File: config.mk
export PLATFORM = sky130hd
export DESIGN_NAME = mem_ctrl
export DESIGN_NICKNAME = d
export VERILOG_FILES = /design/src/rtl/mem_ctrl.sv
export SDC_FILE = /design/constraint.sdc
export NUM_CORES = 1
export LEC_CHECK = 0
export CAP_MARGIN = 10
export CORE_MARGIN = 2
export CORE_UTILIZATION = 47
export CTS_BUF_LIST = sky130_fd_sc_hd__clkbuf_8
export CTS_CLUSTER_DIAMETER = 60
export DETAILED_ROUTE_END_ITERATION = 8
export HOLD_SLACK_MARGIN = 0.05
export PLACE_DENSITY = 0.85
export SLEW_MARGIN = 20
export SYNTH_ARGS = -nofsm -noshare
export SYNTH_HDL_FRONTEND = slang
export SYNTH_SLANG_ARGS = --single-unit
File: constraint.sdc
create_clock -name clk_in -period 2.1 [get_ports clk_in]
set_input_delay 0.42 -clock clk_in [delete_from_list [all_inputs] [get_ports clk_in]]
set_output_delay 0.42 -clock clk_in [all_outputs]
set_load 0.05 [all_outputs]
File: src/rtl/mem_ctrl.sv
// mem_ctrl: byte-serial RAM/IO controller serving the instruction fetcher and the load/store buffer.
// Optional MC_IO_STALL_EN: hold IO-space store bytes while io_buffer_full is high.
module mem_ctrl #(
  parameter int ADDR_W = 32
) (
  input  logic              clk_in,
  input  logic              rst_in,
  input  logic              rdy_in,
  input  logic              clr_in,
  input  logic              if_to_mc_ready,
  input  logic [ADDR_W-1:0] if_to_mc_PC,
  output logic              mc_to_if_ready,
  output logic [31:0]       mc_to_if_inst,
  input  logic              lsb_to_mc_ready,
  input  logic              lsb_to_mc_wr,
  input  logic [1:0]        lsb_to_mc_len,
  input  logic [ADDR_W-1:0] lsb_to_mc_addr,
  input  logic [31:0]       lsb_to_mc_data,
  output logic              mc_to_lsb_ready,
  output logic [31:0]       mc_to_lsb_data,
  input  logic [7:0]        mem_din,
  output logic [7:0]        mem_dout,
  output logic [ADDR_W-1:0] mem_a,
  output logic              mem_wr,
  input  logic              io_buffer_full
);
  typedef enum logic [1:0] {S_IDLE, S_IF_READ, S_LS_READ, S_LS_WRITE} state_t;
  state_t            r_state;
  logic [ADDR_W-1:0] r_addr;
  logic [2:0]        r_n;
  logic [2:0]        r_idx;
  logic [31:0]       r_wdata;
  logic [31:0]       r_res;
  logic              r_wr;
  logic              w_idle;
  logic              w_stall;
  logic [2:0]        w_lsb_n;
  logic [ADDR_W-1:0] w_wa;
  logic [7:0]        w_wbyte;
  logic [31:0]       w_res;

  assign w_idle  = r_state == S_IDLE;
  assign w_lsb_n = lsb_to_mc_len == 2'b00 ? 3'd1 : lsb_to_mc_len == 2'b01 ? 3'd2 : 3'd4;
  // In IDLE the first store byte comes straight from the request so it hits the bus at acceptance
  assign w_wa    = w_idle ? lsb_to_mc_addr : r_addr + ADDR_W'(r_idx);
  assign w_wbyte = w_idle ? lsb_to_mc_data[7:0] : r_wdata[{r_idx[1:0], 3'b000} +: 8];
  // r_idx counts cycles since acceptance; the byte arriving now belongs to index r_idx-2
  assign w_res   = r_res | ({24'b0, mem_din} << {r_idx - 3'd2, 3'b000});
  assign mem_wr  = r_wr & rdy_in;
`ifdef MC_IO_STALL_EN
  assign w_stall = w_wa[17:16] == 2'b11 && io_buffer_full;
`else
  logic w_unused_io;
  assign w_unused_io = io_buffer_full;
  assign w_stall     = 1'b0;
`endif

  always_ff @(posedge clk_in) begin
    if (rst_in) begin
      r_state         <= S_IDLE;
      r_addr          <= '0;
      r_n             <= '0;
      r_idx           <= '0;
      r_wdata         <= '0;
      r_res           <= '0;
      r_wr            <= 1'b0;
      mem_a           <= '0;
      mem_dout        <= '0;
      mc_to_if_ready  <= 1'b0;
      mc_to_if_inst   <= '0;
      mc_to_lsb_ready <= 1'b0;
      mc_to_lsb_data  <= '0;
    end else if (rdy_in) begin
      mc_to_if_ready  <= 1'b0;
      mc_to_lsb_ready <= 1'b0;
      case (r_state)
        S_IDLE: if (!mc_to_if_ready && !mc_to_lsb_ready) begin
          if (lsb_to_mc_ready) begin
            r_addr  <= lsb_to_mc_addr;
            r_n     <= w_lsb_n;
            r_wdata <= lsb_to_mc_data;
            r_res   <= '0;
            if (lsb_to_mc_wr) begin
              r_state  <= S_LS_WRITE;
              r_idx    <= w_stall ? 3'd0 : 3'd1;
              mem_a    <= w_stall ? '0 : lsb_to_mc_addr;
              mem_dout <= w_wbyte;
              r_wr     <= ~w_stall;
            end else begin
              r_state <= S_LS_READ;
              r_idx   <= 3'd1;
              mem_a   <= lsb_to_mc_addr;
            end
          end else if (if_to_mc_ready && !clr_in) begin
            r_state <= S_IF_READ;
            r_addr  <= if_to_mc_PC;
            r_n     <= 3'd4;
            r_idx   <= 3'd1;
            r_res   <= '0;
            mem_a   <= if_to_mc_PC;
          end
        end
        S_LS_WRITE: if (r_idx == r_n) begin
          r_state         <= S_IDLE;
          r_wr            <= 1'b0;
          mem_a           <= '0;
          mc_to_lsb_ready <= 1'b1;
        end else begin
          mem_a    <= w_stall ? '0 : w_wa;
          mem_dout <= w_wbyte;
          r_wr     <= ~w_stall;
          r_idx    <= r_idx + {2'b00, ~w_stall};
        end
        default: if (clr_in) begin
          r_state <= S_IDLE;
          mem_a   <= '0;
        end else begin
          mem_a <= r_idx < r_n ? r_addr + ADDR_W'(r_idx) : '0;
          r_idx <= r_idx + 3'd1;
          if (r_idx >= 3'd2) r_res <= w_res;
          if (r_idx == r_n + 3'd1) begin
            r_state <= S_IDLE;
            if (r_state == S_IF_READ) begin
              mc_to_if_ready <= 1'b1;
              mc_to_if_inst  <= w_res;
            end else begin
              mc_to_lsb_ready <= 1'b1;
              mc_to_lsb_data  <= w_res;
            end
          end
        end
      endcase
    end
  end
endmodule

# [Word-level counts from Yosys, hierarchy flattened]
# Cells that the tools add are included.
[totals] reg_bits=211 in_bits=114 elab_cells=113
[classes] n_mux=51 reduce_logical=22 n_eq_ne=13 order_cmp=2 n_bitwise=6 shifts=2 addsub=4
[ops] cell="32-bit two-way mux" n=11
[ops] cell="32-bit one-hot mux with 2 select lines" n=2
[ops] cell="8-bit two-way mux" n=5
[ops] cell="32-bit by 3-bit adder with 32-bit output" n=1
[ops] cell="32-bit bitwise OR" n=1
[ops] cell="32-bit by 6-bit variable part select with 8-bit output" n=1
[ops] cell="8-bit by 6-bit << shifter with 32-bit output" n=1
[ops] cell="3-bit two-way mux" n=9
[ops] cell="5-bit AND reduction" n=5
[ops] cell="8-bit one-hot mux with 2 select lines" n=1
[ops] cell="1-bit two-way mux" n=13
[ops] cell="2-bit two-way mux" n=6
[ops] cell="6-bit AND reduction" n=2
[ops] cell="2-bit != test (second input constant)" n=4
[ops] cell="4-bit AND reduction" n=2
[ops] cell="3-bit by 1-bit adder with 3-bit output (second input constant)" n=2
[ops] cell="3-bit equality test" n=2
[ops] cell="3-bit one-hot mux with 2 select lines" n=1
[ops] cell="2-bit nonzero test" n=3
[ops] cell="2-bit by 1-bit equality test with 1-bit output (second input constant)" n=2
[ops] cell="2-bit zero test" n=2
[ops] cell="2-bit by 1-bit != test with 1-bit output (second input constant)" n=2
[ops] cell="1-bit NOT" n=4
[ops] cell="1-bit one-hot mux with 2 select lines" n=2
[ops] cell="other kinds (13)" n=16

# [Depth between registers and ports, before layout]
[depth] ltp_word=6 mapped_depth=9 mapped_depth_nobuf=8

# [Worst setup path after synthesis]
# Ideal clock, no wire load.
[synth_timing] kind="reg-to-reg" start="register r_idx[0]" end="register mem_a[13]" slack_ns=-0.147 path_stages_with_launch=10 setup_ns=0.086 arrival_ns=2.162 path_cell_list="dfxtp_1 -> buf_2 -> inv_1 -> ha_1 -> nand3_1 -> nand2_1 -> o22ai_1 -> clkbuf_1 -> o21ai_0 -> a211oi_1"
[synth_via] elab_chain_cells=4
[synth_rtl] item="start: declaration" line_no="31" rtl="logic [2:0] r_idx;"
[synth_rtl] item="start signal: assignment" line_no="85" rtl="r_idx <= w_stall ? 3'd0 : 3'd1;"
[synth_rtl] item="start signal: assignment" line_no="112" rtl="r_idx <= r_idx + {2'b00, ~w_stall};"
[synth_rtl] item="start signal: assignment" line_no="119" rtl="r_idx <= r_idx + 3'd1;"
[synth_rtl] item="32-bit by 3-bit adder with 32-bit output / 3-bit < comparator (equally long branches)" line_no="45, 118"
[synth_rtl] item="32-bit two-way mux" line_no="118" rtl="mem_a <= r_idx < r_n ? r_addr + ADDR_W'(r_idx) : '0;"
[synth_rtl] item="32-bit two-way mux" line_no="114" rtl="default: if (clr_in) begin"
[synth_rtl] item="32-bit one-hot mux with 2 select lines *" line_no="76" rtl="case (r_state)"
[synth_rtl] item="end signal: assignment" line_no="86" rtl="mem_a <= w_stall ? '0 : lsb_to_mc_addr;"
[synth_rtl] item="end signal: assignment" line_no="109" rtl="mem_a <= w_stall ? '0 : w_wa;"
[synth_rtl] item="end signal: assignment" line_no="118"
[synth_rtl] item="end: declaration" line_no="23" rtl="output logic [ADDR_W-1:0] mem_a,"
# Mark *: on every way between the ends. The rest lies on a longest branch, timed or not.
# A chain may end at the register's enable or synchronous reset.

# [Worst setup path in the final report]
[layout_timing] start="register r_addr[0]" end="register mem_a[30]"
[layout_via] elab_chain_cells=4
[layout_rtl] item="start: declaration" line_no="29" rtl="logic [ADDR_W-1:0] r_addr;"
[layout_rtl] item="start signal: assignment" line_no="79" rtl="r_addr <= lsb_to_mc_addr;"
[layout_rtl] item="start signal: assignment" line_no="96" rtl="r_addr <= if_to_mc_PC;"
[layout_rtl] item="32-bit by 3-bit adder with 32-bit output *" line_no="45, 118"
[layout_rtl] item="32-bit two-way mux" line_no="118"
[layout_rtl] item="32-bit two-way mux" line_no="114"
[layout_rtl] item="32-bit one-hot mux with 2 select lines *" line_no="76"
# Marks and branches as above.

==> summary.md <==
| Metric | Value |
|---|---|
| Final core occ | 0.6700 |
| Clock Latency Late Sink | 540 ps |
| Die Wd | roughly 150 um |
| Count of final setup violators | 0 |
| # IOs | 221 |
| Pre-Repair DR Iteration Count | 5 |
| Crit-path leading delay family | simple AND/OR/NAND/NOR gates |
| Hold violation total from the final report | 0 |
| Port bufs | between 200 and 250 |
| Synth area leader | dfxtp_1 |
| Max Cap Viol | 0 |
| Worst IR Drop VDD | about 0.38 mV |
| WP buf/inv | 1 |
| Nature of the critical path endpoint | flip-flop |
| Die Height | approximately 150 um |
| Worst path required time | between 2000 and 3000 ps |
| CP max-delay cell | or4_4 |
| Fin crit share | 0.9964 |
| Routed WL | 29,850 um |
| Most common flop cell mapped by yosys | dfxtp_1 |
| Clock Tree Buf Depth | 3 |
| Global-route usage over all layers | 0.2648 |
| Hold WC Path Type | in -> reg |
| Crit start category | flip-flop |
| Fraction of layout cells with a size suffix above 1 | 0.1356 |
| PD cells | 783.6 nW/um^2 |
| Final slew viol count | 0 |
| Worst hold slack | 125.4 ps |
| Post-DRT Antenna Nets | 0 |
| Syn nets | between 1,000 and 1,500 |
| Post-synth top area share | 0.4480 |
| FFs w/ async S/R, synth | 0 |
| Area contributors post-synth | dfxtp_1 45%, a211oi_1 8.7%, nor2_1 7.8% |
| Setup CP Type | reg -> reg |
| Pleak | approximately 0.0055 uW |
| Final nets | between 1,000 and 1,500 |
| # diodes | 0 |
| Crit path cell chain | ha_1 -> inv_1 -> fa_2 -> nor2b_4 -> o2111ai_2 -> or4_4 -> xor2_1 -> o22ai_1 |
| Skew final | around 24 ps |
| DRC violations left | 0 |
| Avg Cell Area, Syn | around 8.6 um^2 |
| First-pass GRT wire length | 46,270 um |
| Total number of yosys warnings | 0 |
| Fill cells | about 1,500 |
| Starting density of the core | 0.4813 |
| Post-synthesis sequential area ratio | 0.4480 |
| Violation count after the first detailed-route iteration | roughly 940 |
| Outcome | completed |
| Clock H-tree levels | 2 |
| WL per Instance | 18.15 um |
| Post-synthesis register bit count | 211 |
| Max Fclk | 0.4779 GHz |
| CTS Buf Count | 35 |
| Setup ws final | 7.621 ps |
| Arrival time worst endpoint | between 2000 and 3000 ps |
| Number of global-route vias before repair | around 8,900 |
| Final Non-Filler Cells | roughly 1,600 |
| Row Count | around 50 |
| Min cycle time layout | roughly 2100 ps |
| Distinct cells, synth | 62 |
| GRT overflow | 0 |
| RePlAce Congestion | approximately 0.9 |
| Initial antenna violation count | 0 |
| Layout area overhead | 39.20% |
| CTS root buffer | clkbuf_8 |
| Worst-path clk slew | ~60 ps |
| Clk sinks | 211 |
| Pin count of the biggest net entering global routing | ~110 |
| Hpwl dp | around 20,000 um |
| Pre-CTS worst setup slack | -150.0 ps |
| Total Die Area | around 21,000 um^2 |
| Core area | between 15,000 and 20,000 um^2 |
| Synthesized area | 9429 um^2 |
| Syn Inst Count | ~1,100 |
| CP max FO | 3 |
| DR vias | 9,376 |
| Max stage delay on crit path | 460 ps |
| EDFF count, synth | 0 |
| Vias per std cell | ~5.7 |
| CTS tree | done |
| Slew of the pin with the lowest slew margin | 687.5 ps |
| Unrepaired setup endpoints after global routing | true |
| Slew Limit Headroom | 0.5417 |
| Placed insts | about 1,600 |
[power by group]
group	total [uW]	switching, uW	leakage [uW]	internal, uW
combinational	2300	1390	0.00336	912
clock	3560	1630	0.000393	1920
sequential	4430	186	0.00172	4240
[final timing paths]
| kind | from | to | slack [ps] | cells after the start |
|---|---|---|---|---|
| setup / recovery | r_addr[0]$_SDFFE_PP0P_ | mem_a[30]$_SDFFE_PP0P_ | 8 | 8 |
| setup reg to reg | r_addr[0]$_SDFFE_PP0P_ | mem_a[30]$_SDFFE_PP0P_ | 8 | 8 |
| hold reg to reg | r_wdata[9]$_SDFFE_PP0P_ | r_wdata[9]$_SDFFE_PP0P_ | 450 | 2 |
| hold / removal | rst_in | r_addr[12]$_SDFFE_PP0P_ | 130 | 2 |
[flip-flops by register name, summed over array words and instances (netlist names)]
register,flops
r_res,32
mem_a,32
r_wr,1
mc_to_if_inst,32
mc_to_if_ready,1
mem_dout,8
r_wdata,32
mc_to_lsb_ready,1
mc_to_lsb_data,32
r_state,2
r_n,3
r_idx,3
r_addr,32
[cell usage after synthesis (11+ instances only)]
cell,instances
nor2b_1,13
xor2_1,11
inv_1,16
clkbuf_1,47
a211oi_1,109
nor3_1,21
dfxtp_1,211
nand2_1,112
nand3_1,12
a21oi_1,127
mux2i_1,33
ha_1,13
buf_2,25
o21ai_0,17
nor2_1,196
[layer usage]
metal	GRT usage	share of wire	vias to the layer above
li1	-	-	4436
met1	0.3231	0.39	4409
met2	0.4555	0.49	435
met3	0.05392	0.080	96
met4	0.1127	0.043	0
met5	0	0	-
[cell usage in the layout (no fill, tap or decap), types with 20 or more instances in the layout]
master and count:
dlygate4sd2_1 85, a21oi_1 127, a211oi_1 106, clkdlybuf4s50_1 112
nand2_1 111, clkbuf_8 45, inv_1 25, mux2i_1 33
dfxtp_1 208, buf_4 61, nor3_1 20, nor2_1 196
[final cells by class]
class                           count  area [um^2]  area share
Clock buffer                       45        619.3     0.04719
Sequential cell                   211         4228      0.3221
Multi-Input combinational cell    792         4866      0.3707
Timing Repair Buffer              298         2944      0.2243
Inverter                           18        67.56    0.005148
Tap cell                          265        331.6     0.02526
Clock inverter                     15        68.82    0.005243
[kinds of logic (layout without fill, tap and decap cells)]
family	count (synthesis)	in the layout	synth area share
AOI/OAI and AO/OA	308	308	0.2122
xor gates and xnor gates	21	21	0.02110
adders and majority gates	14	14	0.01937
buffers and inverters	98	376	0.04711
DFF	211	211	0.4480
muxes	48	48	0.06250
and+or+nand+nor	401	401	0.1898
[timing repair]
item | 4_1_cts | 5_1_grt
hold buffers | 0 | 0
endpoints found under the setup margin | 94 | 98
hold endpoints to repair | 0 | 0
buffers inserted | 0 | 9
pin swaps | 0 | 16
cloned | 1 | 2
gates resized for setup | 88 | 42
[per-stage QoR]
step / TNS, ps / total power (uW) / instance area (um^2)
3_3_place_gp: -1758 / 6706 / 12230
2_1_floorplan: 0 / 5841 / 9448
4_1_cts: 0 / 10230 / 12830
3_5_place_dp: -6565 / 6763 / 12230
6_report: 0 / 10280 / 13130
5_1_grt: -492.8 / 10720 / 13130
(Power assumes the default switching activity.)
